===== config.mk =====
export PLATFORM = sky130hd
export DESIGN_NAME = stage_instruction_decode
export DESIGN_NICKNAME = d
export VERILOG_FILES = /design/src/rtl/stage_instruction_decode.sv
export SDC_FILE = /design/constraint.sdc
export NUM_CORES = 2
export LEC_CHECK = 0
export BUFFER_PORTS_ARGS = -buffer_cell sky130_fd_sc_hd__buf_2
export CAP_MARGIN = 20
export CORE_AREA = 5 5 380 382
export DETAILED_ROUTE_END_ITERATION = 10
export DIE_AREA = 0 0 385 387
export GPL_ROUTABILITY_DRIVEN = 1
export PLACE_DENSITY = 0.64
export SYNTH_ARGS = -nofsm -noshare
export SYNTH_HDL_FRONTEND = slang
export SYNTH_SLANG_ARGS = --single-unit

===== constraint.sdc =====
create_clock -name clk -period 2.7 [get_ports clk]
set_clock_uncertainty 0.05 [all_clocks]
set_input_delay 0.54 -clock clk [delete_from_list [all_inputs] [get_ports clk]]
set_output_delay 0.54 -clock clk [all_outputs]
set_load 0.02 [all_outputs]

===== src/rtl/stage_instruction_decode.sv =====
// ---------------------------------------------------------------------------
// stage_instruction_decode
//
// Decode stage of the five-stage RV32I pipeline. It decodes the instruction
// held in the fetch->decode registers into datapath controls, reads operands
// from the 32x32 integer register file, and extends the immediate. The
// results are loaded into the decode->execute registers (ex_*).
//
// The register file is written from writeback. A read of the register being
// written in the same cycle returns the writeback data (write-through).
//
// Ports:
//   clk           in  1   single clock, rising edge
//   reset         in  1   asynchronous, active-low; clears regfile and ex_*
//   ex_clear      in  1   synchronous flush of ex_* (bubble), beats ex_stall
//   ex_stall      in  1   hold ex_*
//   de_instr      in  32  instruction from fetch
//   de_pc         in  32  PC of de_instr
//   de_pc_plus4   in  32  PC + 4 of de_instr
//   wb_reg_write  in  1   writeback write enable
//   wb_rd         in  5   writeback destination register
//   wb_result     in  32  writeback data
//   de_rs1/2      out 5   combinational source indices for the hazard unit
//   ex_rd1/2      out 32  registered source operands
//   ex_imm        out 32  registered sign-extended immediate
//   ex_pc         out 32  registered PC
//   ex_pc_plus4   out 32  registered PC + 4
//   ex_rs1/2, ex_rd out 5 registered register indices
//   ex_funct3     out 3   registered funct3
//   ex_reg_write, ex_mem_write, ex_jump, ex_branch,
//   ex_alu_src_a (1 = pc), ex_alu_src_b (1 = imm), ex_illegal  out 1
//   ex_result_src out 2   00 ALU, 01 memory, 10 pc+4
//   ex_alu_control out 4  ALU operation code
// ---------------------------------------------------------------------------
module stage_instruction_decode (
  input  logic        clk,
  input  logic        reset,
  input  logic        ex_clear,
  input  logic        ex_stall,
  input  logic [31:0] de_instr,
  input  logic [31:0] de_pc,
  input  logic [31:0] de_pc_plus4,
  input  logic        wb_reg_write,
  input  logic [4:0]  wb_rd,
  input  logic [31:0] wb_result,
  output logic [4:0]  de_rs1,
  output logic [4:0]  de_rs2,
  output logic [31:0] ex_rd1,
  output logic [31:0] ex_rd2,
  output logic [31:0] ex_imm,
  output logic [31:0] ex_pc,
  output logic [31:0] ex_pc_plus4,
  output logic [4:0]  ex_rs1,
  output logic [4:0]  ex_rs2,
  output logic [4:0]  ex_rd,
  output logic [2:0]  ex_funct3,
  output logic        ex_reg_write,
  output logic        ex_mem_write,
  output logic        ex_jump,
  output logic        ex_branch,
  output logic        ex_alu_src_a,
  output logic        ex_alu_src_b,
  output logic        ex_illegal,
  output logic [1:0]  ex_result_src,
  output logic [3:0]  ex_alu_control
);

  localparam logic [6:0] OpR     = 7'b0110011;
  localparam logic [6:0] OpIAlu  = 7'b0010011;
  localparam logic [6:0] OpLoad  = 7'b0000011;
  localparam logic [6:0] OpStore = 7'b0100011;
  localparam logic [6:0] OpBr    = 7'b1100011;
  localparam logic [6:0] OpJal   = 7'b1101111;
  localparam logic [6:0] OpJalr  = 7'b1100111;
  localparam logic [6:0] OpLui   = 7'b0110111;
  localparam logic [6:0] OpAuipc = 7'b0010111;

  localparam logic [3:0] AluAdd   = 4'b0000;
  localparam logic [3:0] AluSub   = 4'b0001;
  localparam logic [3:0] AluAnd   = 4'b0010;
  localparam logic [3:0] AluOr    = 4'b0011;
  localparam logic [3:0] AluXor   = 4'b0100;
  localparam logic [3:0] AluSll   = 4'b0101;
  localparam logic [3:0] AluSrl   = 4'b0110;
  localparam logic [3:0] AluSra   = 4'b0111;
  localparam logic [3:0] AluSlt   = 4'b1000;
  localparam logic [3:0] AluSltu  = 4'b1001;
  localparam logic [3:0] AluPassB = 4'b1010;

  localparam logic [1:0] ResAlu = 2'b00;
  localparam logic [1:0] ResMem = 2'b01;
  localparam logic [1:0] ResPc4 = 2'b10;

  typedef struct packed {
    logic [31:0] rd1;
    logic [31:0] rd2;
    logic [31:0] imm;
    logic [31:0] pc;
    logic [31:0] pcPlus4;
    logic [4:0]  rs1;
    logic [4:0]  rs2;
    logic [4:0]  rd;
    logic [2:0]  funct3;
    logic        regWrite;
    logic        memWrite;
    logic        jump;
    logic        branch;
    logic        aluSrcA;
    logic        aluSrcB;
    logic        illegal;
    logic [1:0]  resultSrc;
    logic [3:0]  aluControl;
  } exRegs_t;

  logic [31:0] regs_q [32];
  logic [6:0]  opcode;
  logic [2:0]  funct3;
  logic        funct7b5;
  logic [31:0] immI, immS, immB, immU, immJ;
  logic [31:0] rd1Val, rd2Val;
  exRegs_t     ex_d, ex_q;

  assign opcode   = de_instr[6:0];
  assign funct3   = de_instr[14:12];
  assign funct7b5 = de_instr[30];
  assign de_rs1   = de_instr[19:15];
  assign de_rs2   = de_instr[24:20];

  assign immI = {{20{de_instr[31]}}, de_instr[31:20]};
  assign immS = {{20{de_instr[31]}}, de_instr[31:25], de_instr[11:7]};
  assign immB = {{19{de_instr[31]}}, de_instr[31], de_instr[7],
                 de_instr[30:25], de_instr[11:8], 1'b0};
  assign immU = {de_instr[31:12], 12'b0};
  assign immJ = {{11{de_instr[31]}}, de_instr[31], de_instr[19:12],
                 de_instr[20], de_instr[30:21], 1'b0};

  // Entry 0 is never written, so it stays zero after reset; reads of x0
  // are additionally forced to zero below.
  always_ff @(posedge clk or negedge reset) begin
    if (!reset) begin
      for (int i = 0; i < 32; i++) begin
        regs_q[i] <= '0;
      end
    end else if (wb_reg_write && (wb_rd != 5'd0)) begin
      regs_q[wb_rd] <= wb_result;
    end
  end

  // Write-through: a same-cycle writeback to a source register wins over
  // the stored value, so no bypass is needed for the WB->ID distance.
  always_comb begin
    rd1Val = '0;
    if (de_rs1 != 5'd0) begin
      if (wb_reg_write && (wb_rd == de_rs1)) rd1Val = wb_result;
      else                                   rd1Val = regs_q[de_rs1];
    end
  end

  always_comb begin
    rd2Val = '0;
    if (de_rs2 != 5'd0) begin
      if (wb_reg_write && (wb_rd == de_rs2)) rd2Val = wb_result;
      else                                   rd2Val = regs_q[de_rs2];
    end
  end

  // Shared funct3 decode for R-type and I-ALU. Only R-type uses funct7[5]
  // to pick SUB; for shifts both use it to pick the arithmetic variant.
  function automatic logic [3:0] aluFromFunct(input logic [2:0] f3,
                                              input logic       f7b5,
                                              input logic       isR);
    logic [3:0] op;
    op = AluAdd;
    unique case (f3)
      3'b000:  op = (isR && f7b5) ? AluSub : AluAdd;
      3'b001:  op = AluSll;
      3'b010:  op = AluSlt;
      3'b011:  op = AluSltu;
      3'b100:  op = AluXor;
      3'b101:  op = f7b5 ? AluSra : AluSrl;
      3'b110:  op = AluOr;
      default: op = AluAnd;
    endcase
    return op;
  endfunction

  always_comb begin
    ex_d            = '0;
    ex_d.rd1        = rd1Val;
    ex_d.rd2        = rd2Val;
    ex_d.pc         = de_pc;
    ex_d.pcPlus4    = de_pc_plus4;
    ex_d.rs1        = de_rs1;
    ex_d.rs2        = de_rs2;
    ex_d.rd         = de_instr[11:7];
    ex_d.funct3     = funct3;
    ex_d.resultSrc  = ResAlu;
    ex_d.aluControl = AluAdd;
    case (opcode)
      OpR: begin
        ex_d.regWrite   = 1'b1;
        ex_d.aluControl = aluFromFunct(funct3, funct7b5, 1'b1);
      end
      OpIAlu: begin
        ex_d.regWrite   = 1'b1;
        ex_d.aluSrcB    = 1'b1;
        ex_d.imm        = immI;
        ex_d.aluControl = aluFromFunct(funct3, funct7b5, 1'b0);
      end
      OpLoad: begin
        ex_d.regWrite  = 1'b1;
        ex_d.resultSrc = ResMem;
        ex_d.aluSrcB   = 1'b1;
        ex_d.imm       = immI;
      end
      OpStore: begin
        ex_d.memWrite = 1'b1;
        ex_d.aluSrcB  = 1'b1;
        ex_d.imm      = immS;
      end
      OpBr: begin
        ex_d.branch     = 1'b1;
        ex_d.aluControl = AluSub;
        ex_d.imm        = immB;
      end
      OpJal: begin
        ex_d.jump      = 1'b1;
        ex_d.regWrite  = 1'b1;
        ex_d.resultSrc = ResPc4;
        ex_d.aluSrcA   = 1'b1;
        ex_d.aluSrcB   = 1'b1;
        ex_d.imm       = immJ;
      end
      OpJalr: begin
        ex_d.jump      = 1'b1;
        ex_d.regWrite  = 1'b1;
        ex_d.resultSrc = ResPc4;
        ex_d.aluSrcB   = 1'b1;
        ex_d.imm       = immI;
      end
      OpLui: begin
        ex_d.regWrite   = 1'b1;
        ex_d.aluSrcB    = 1'b1;
        ex_d.imm        = immU;
        ex_d.aluControl = AluPassB;
      end
      OpAuipc: begin
        ex_d.regWrite = 1'b1;
        ex_d.aluSrcA  = 1'b1;
        ex_d.aluSrcB  = 1'b1;
        ex_d.imm      = immU;
      end
      default: begin
        // An all-zero word is a fetch bubble and decodes as a quiet NOP.
        ex_d.illegal = (de_instr != 32'd0);
      end
    endcase
  end

  // Decode->execute register: reset, then clear, then stall, then load.
  always_ff @(posedge clk or negedge reset) begin
    if (!reset) begin
      ex_q <= '0;
    end else if (ex_clear) begin
      ex_q <= '0;
    end else if (!ex_stall) begin
      ex_q <= ex_d;
    end
  end

  assign ex_rd1         = ex_q.rd1;
  assign ex_rd2         = ex_q.rd2;
  assign ex_imm         = ex_q.imm;
  assign ex_pc          = ex_q.pc;
  assign ex_pc_plus4    = ex_q.pcPlus4;
  assign ex_rs1         = ex_q.rs1;
  assign ex_rs2         = ex_q.rs2;
  assign ex_rd          = ex_q.rd;
  assign ex_funct3      = ex_q.funct3;
  assign ex_reg_write   = ex_q.regWrite;
  assign ex_mem_write   = ex_q.memWrite;
  assign ex_jump        = ex_q.jump;
  assign ex_branch      = ex_q.branch;
  assign ex_alu_src_a   = ex_q.aluSrcA;
  assign ex_alu_src_b   = ex_q.aluSrcB;
  assign ex_illegal     = ex_q.illegal;
  assign ex_result_src  = ex_q.resultSrc;
  assign ex_alu_control = ex_q.aluControl;

endmodule


Word level (Yosys, flattened, before mapping):

Index checks and enable logic that the tools add are counted.

* bits in registers: 1215
* bits of input ports: 138
* output and inout port bits: 201

* $lt $le $gt $ge: 4
* equal/unequal tests: 18
* muxes and demuxes: 29
* bitwise operators: 3
* reduce and logical (&&, ||, !) cells: 16

Operators with widths (count)
* bitwise mux 1024 bit: 1
* two-way mux 191 bit: 2
* binary-select mux 32 bit (select 5 bit): 2
* two-way mux 32 bit: 9
* demux 32 bit (select 5 bit): 1
* case mux 32 bit (5 select lines): 1
* case mux 4 bit (7 select lines): 2
* nonzero test 32 bit: 1
* equality test 7 x 6 -> 1 bit (second input constant): 3
* equality test 7 bit (second input constant): 3
* >= comparator 6 bit (second input constant): 3
* inverter 5 -> 6 bit: 3
* case mux 4 bit (4 select lines): 1
* nonzero test 5 bit: 3
* equality test 7 x 5 -> 1 bit (second input constant): 2
* OR reduction 7 bit: 2
* equality test 5 bit: 2
* equality test 3 bit (second input constant): 3
* two-way mux 1 bit: 9
* OR reduction 9 bit: 1
* equality test 7 x 2 -> 1 bit (second input constant): 1
* equality test 3 x 2 -> 1 bit (second input constant): 2
* less-than comparator 6 x 1 -> 1 bit (second input constant): 1
* OR reduction 2 bit: 3
* other kinds (6): 9

Logic depth before layout (Yosys ltp):

* depth in word-level cells: 8
* depth in mapped cells: 10
* gate-level depth less buffers: 5

Least setup slack after synthesis:

Ideal clock, no wire load.

* path kind: input port to flip-flop
* start: input port de_instr[20]
* end: register ex_q, in the netlist ex_rd2[31]
* data arrival time: 2.226 ns
* path slack: 0.298 ns
* cell stages on the path: 7
* path buffers: 3
* cells stage by stage: buf_6 > buf_6 > buf_2 > mux4_2 > a221oi_1 > a211oi_1 > a221o_1

* longest elaborated chain between the ends: 8
* elaborated cells between the ends (all ways): 11
* those cells by class: eq/ne: 1; mux: 7; bitwise: 1; reduce/logical: 2

Ends and longest elaborated chain
* start: declaration: RTL line 40 `input logic [31:0] de_instr,`
* inverter 5 -> 6 bit (not written as such): RTL line 163 `else rd2Val = regs_q[de_rs2];`
* binary-select mux 32 bit (select 5 bit): RTL line 163
* two-way mux 32 bit (not written as such) (2 in a row): RTL line 163
* two-way mux 32 bit: RTL line 162 `if (wb_reg_write && (wb_rd == de_rs2)) rd2Val = wb_result;`
* two-way mux 32 bit *: RTL line 161 `if (de_rs2 != 5'd0) begin`
* two-way mux 191 bit *: RTL line 266 `end else if (!ex_stall) begin`
* two-way mux 191 bit *: RTL line 264 `end else if (ex_clear) begin`
* end signal: assignment: RTL line 263 `ex_q <= '0;`
* end signal: assignment: RTL line 265 `ex_q <= '0;`
* end signal: assignment: RTL line 267 `ex_q <= ex_d;`
* end: declaration: RTL line 121 `exRegs_t ex_d, ex_q;`

Mark *: on every way between the ends. The rest lies on a longest branch, timed or not. The select of a mux whose other input is x is not followed.
A chain may end at the register's enable or synchronous reset.

Final worst setup path:

* start: input port de_instr[16]
* end: output port de_rs1[1]

RTL lines
* end: declaration: RTL line 46 `output logic [4:0] de_rs1,`

No word-level cell between the ends.

==> metrics.yaml <==
grt:
  grt_pass1_vias: 46000
  track_usage_pct: 30.2
  grt_max_degree: 104
  antenna_found_initial: 32
  grt_overflow: 0
  grt_pass1_wl_um: 331000
synthesis:
  synth_area_per_cell_sq_um: 13.6
  postSynthCellCount: 4600
  async_flop_share_pct: 100
  ys_types: 60
  synth_edf_count: 0
  yosysSeqAreaShare_pct: 48.4
  yosys_warnings: 0
  ys_ff_latch: 1215
  syn-num-nets: 4738
  synth_ff_type: "dfrtp_1"
  netlist_area_sq_um: 62800
die:
  fp.dieArea_sq_um: 149000
  core_area_sq_um: 141000
  die_w_um: 385
  ioPinCount: 339
  die_h_um: 387
  start_util_pct: 44.6
  rows: 138
worst_setup_path:
  crit_path_start_kind: "primary input"
  cp.required_ns: 2.11
  cp.depth: 4
  critical_path_buf_inv_count: 4
  crit_arrival_ns: 1.69
  reg2reg_depth: 5
  worst-path-max-fanout: 20
  cpPeakStageDelay_ns: 0.34
  crit_path_end_kind: "output pin"
  slowest_stage: "buf_4"
  worstSetupPathType: "in -> out"
  crit_chain: "clkbuf_8 > buf_12 > buf_4 > buf_2"
  cp_top_family: "buffers and inverters"
power:
  leakage_nw: 34.0
  peakVddDrop_mv: 0.593
  switching_share_pct: 27.6
  p_per_area_nw_per_um2: 712
  p_sw_mw: 14.7
  internal-power_mw: 38.5
  power_frac_comb_pct: 18.9
  clkPwrFrac_pct: 36.5
  power_frac_seq_pct: 44.7
cells_and_area:
  drive_above_1_share_pct: 45.9
  syn_to_final_growth_pct: 19.0
  layout_common_cells: "dfrtp_1, mux2_2, mux2i_1, buf_2, mux4_2"
  layout_commonest_cell: "dfrtp_1"
  final_nets: 5163
clock_network:
  tritoncts: "done"
  cts_resized: 0
  numCtsBuffers: 138
  cts_max_level: 4
  cts_setup_buffers: 0
  ctsHoldBuffers: 66
  clk_pin_slew_worst_paths_ns: 0.06
  clock_latency_ns: 0.77
  clock-sinks: 1215
  clockRootBuffer: "clkbuf_16"
  ctsLongestPathBuffers: 3
hold_path:
  worstHoldPathCells: 3
  hold_class: "in -> reg"
timing:
  fmax_mhz: 438
  tightest_slew_ns: 0.991
  setup_ws_ns: 0.418
  rsz0062_at_grt: "no"
  relSlewSlack_pct: 33.9
  setup_viol: 0
  period_minus_slack_ns: 2.28
  hold_violations: 0
  period_share_pct: 84.5
  whs_ns: 0.0439
  drv_slew: 0
routing:
  route.detailed.drc: 0
  via_per_inst: 6.50
  routed_wl_um: 229000
  avgRoutedWirePerCell_um: 32.6
  initialDrtViolationCount: 4872
  dr.pass1.iters: 6
  vias: 45800
  final_antenna_net_count: 0
placement:
  hpwl_um: 145000
  dp_worst_setup_slack_ns: -0.102
  portBuffers: 338
  place.gp.congestion: 0.876
status:
  status: "complete, no violations"
job:
  maxCapViolCount: 0
## worst paths after layout
| check | from | to | slack (ns) |
|---|---|---|---|
| worst max-delay path | de_instr[16] | de_rs1[1] | 0.42 |
| max in group asynchronous | reset | regs_q[7] | 1.28 |
| min in group asynchronous | reset | ex_pc[24] | 0.29 |
| worst max register to register | regs_q[224] | ex_rd1[0] | 0.58 |
| worst min register to register | regs_q[1015] | regs_q[1015] | 0.35 |
| worst min-delay path | de_pc_plus4[2] | ex_pc_plus4[2] | 0.04 |
## routing by layer
layer	track usage (%)	up-vias	wire [um]
met5	0	-	66
met4	13.0	10	11200
met3	7.96	615	23700
met2	45.8	2601	102000
met1	41.2	24200	92400
li1	-	18300	-
## per-stage QoR
stage | TNS, ns | power [mW] | utilization, % | cell area [sq um] | instances
floorplan | 0 | 30.2 | - | 62800 | 4600
global placement | -0.684 | 33.4 | 49.3 | 69300 | 6709
detailed placement | -1.25 | 33.8 | 49.3 | 69300 | 6709
CTS | 0 | 53.2 | 53.0 | 74600 | 7018
global route | 0 | 55.2 | 53.0 | 74700 | 7031
finish | 0 | 53.1 | 53.1 | 74700 | 7036
## sequential cells by signal, indices dropped and copies added, names as in the netlist, 5 cells and up
signal,count
ex_rs1,5
ex_rd1,32
regs_q,1024
ex_pc,32
ex_rd2,32
ex_pc_plus4,32
ex_rs2,5
ex_imm,32
ex_rd,5
## power groups by stage
stage	registers, mW	clock network [mW]	logic [mW]
detailed placement	23.9	0	9.86
global route	24.1	20.4	10.7
global placement	23.8	0	9.63
finish	23.8	19.4	10.0
floorplan	23.2	0	6.96
CTS	23.6	19.6	9.99
## worst register-to-register path, cell delays in order, from the launching register on
cell and delay [ns]:
dfrtp_1 0.39, mux4_2 0.47, mux2_2 0.29, a221oi_1 0.42, a211oi_1 0.11, a221o_1 0.27
## Yosys cell counts, types with 10 or more instances
cell type | instances | area share (%)
dfrtp_1 | 1215 | 48
nand2_1 | 184 | 1.1
o22ai_1 | 27 | 0.27
mux2_2 | 1059 | 19
buf_2 | 99 | 0.79
buf_4 | 46 | 0.55
o21ai_0 | 36 | 0.29
o221ai_1 | 91 | 1.3
nor2_1 | 112 | 0.67
mux4_2 | 285 | 10
mux2i_1 | 534 | 8.5
nand4_1 | 34 | 0.34
nor2b_1 | 10 | 0.10
a221o_1 | 59 | 0.94
buf_6 | 19 | 0.34
a21oi_1 | 96 | 0.77
a22oi_1 | 45 | 0.54
nand3_1 | 35 | 0.28
a211oi_1 | 63 | 0.75
clkbuf_1 | 279 | 1.7
a221oi_1 | 63 | 0.88
buf_1 | 66 | 0.39
a2bb2oi_1 | 32 | 0.45
## cell families after synthesis
kind of cell	count (synthesis)	share of synthesized area, %
flops	1215	48.4
compound gates	550	6.65
buf+inv	523	3.97
simple gates	424	3.05
xor+xnor	10	0.140
mux	1878	37.7
## area by class of cell
cell class,instances,area (sq um)
clock inverter,39,538
sequential,1215,30400
fill,11700,66100
inverter,7,26.3
multi-input combinational,2862,30100
clock buffer,204,4090
antenna,18,45.0
tap,1890,2360
timing repair buffer,801,7050
No activity file was read; power rests on OpenSTA's default activity.
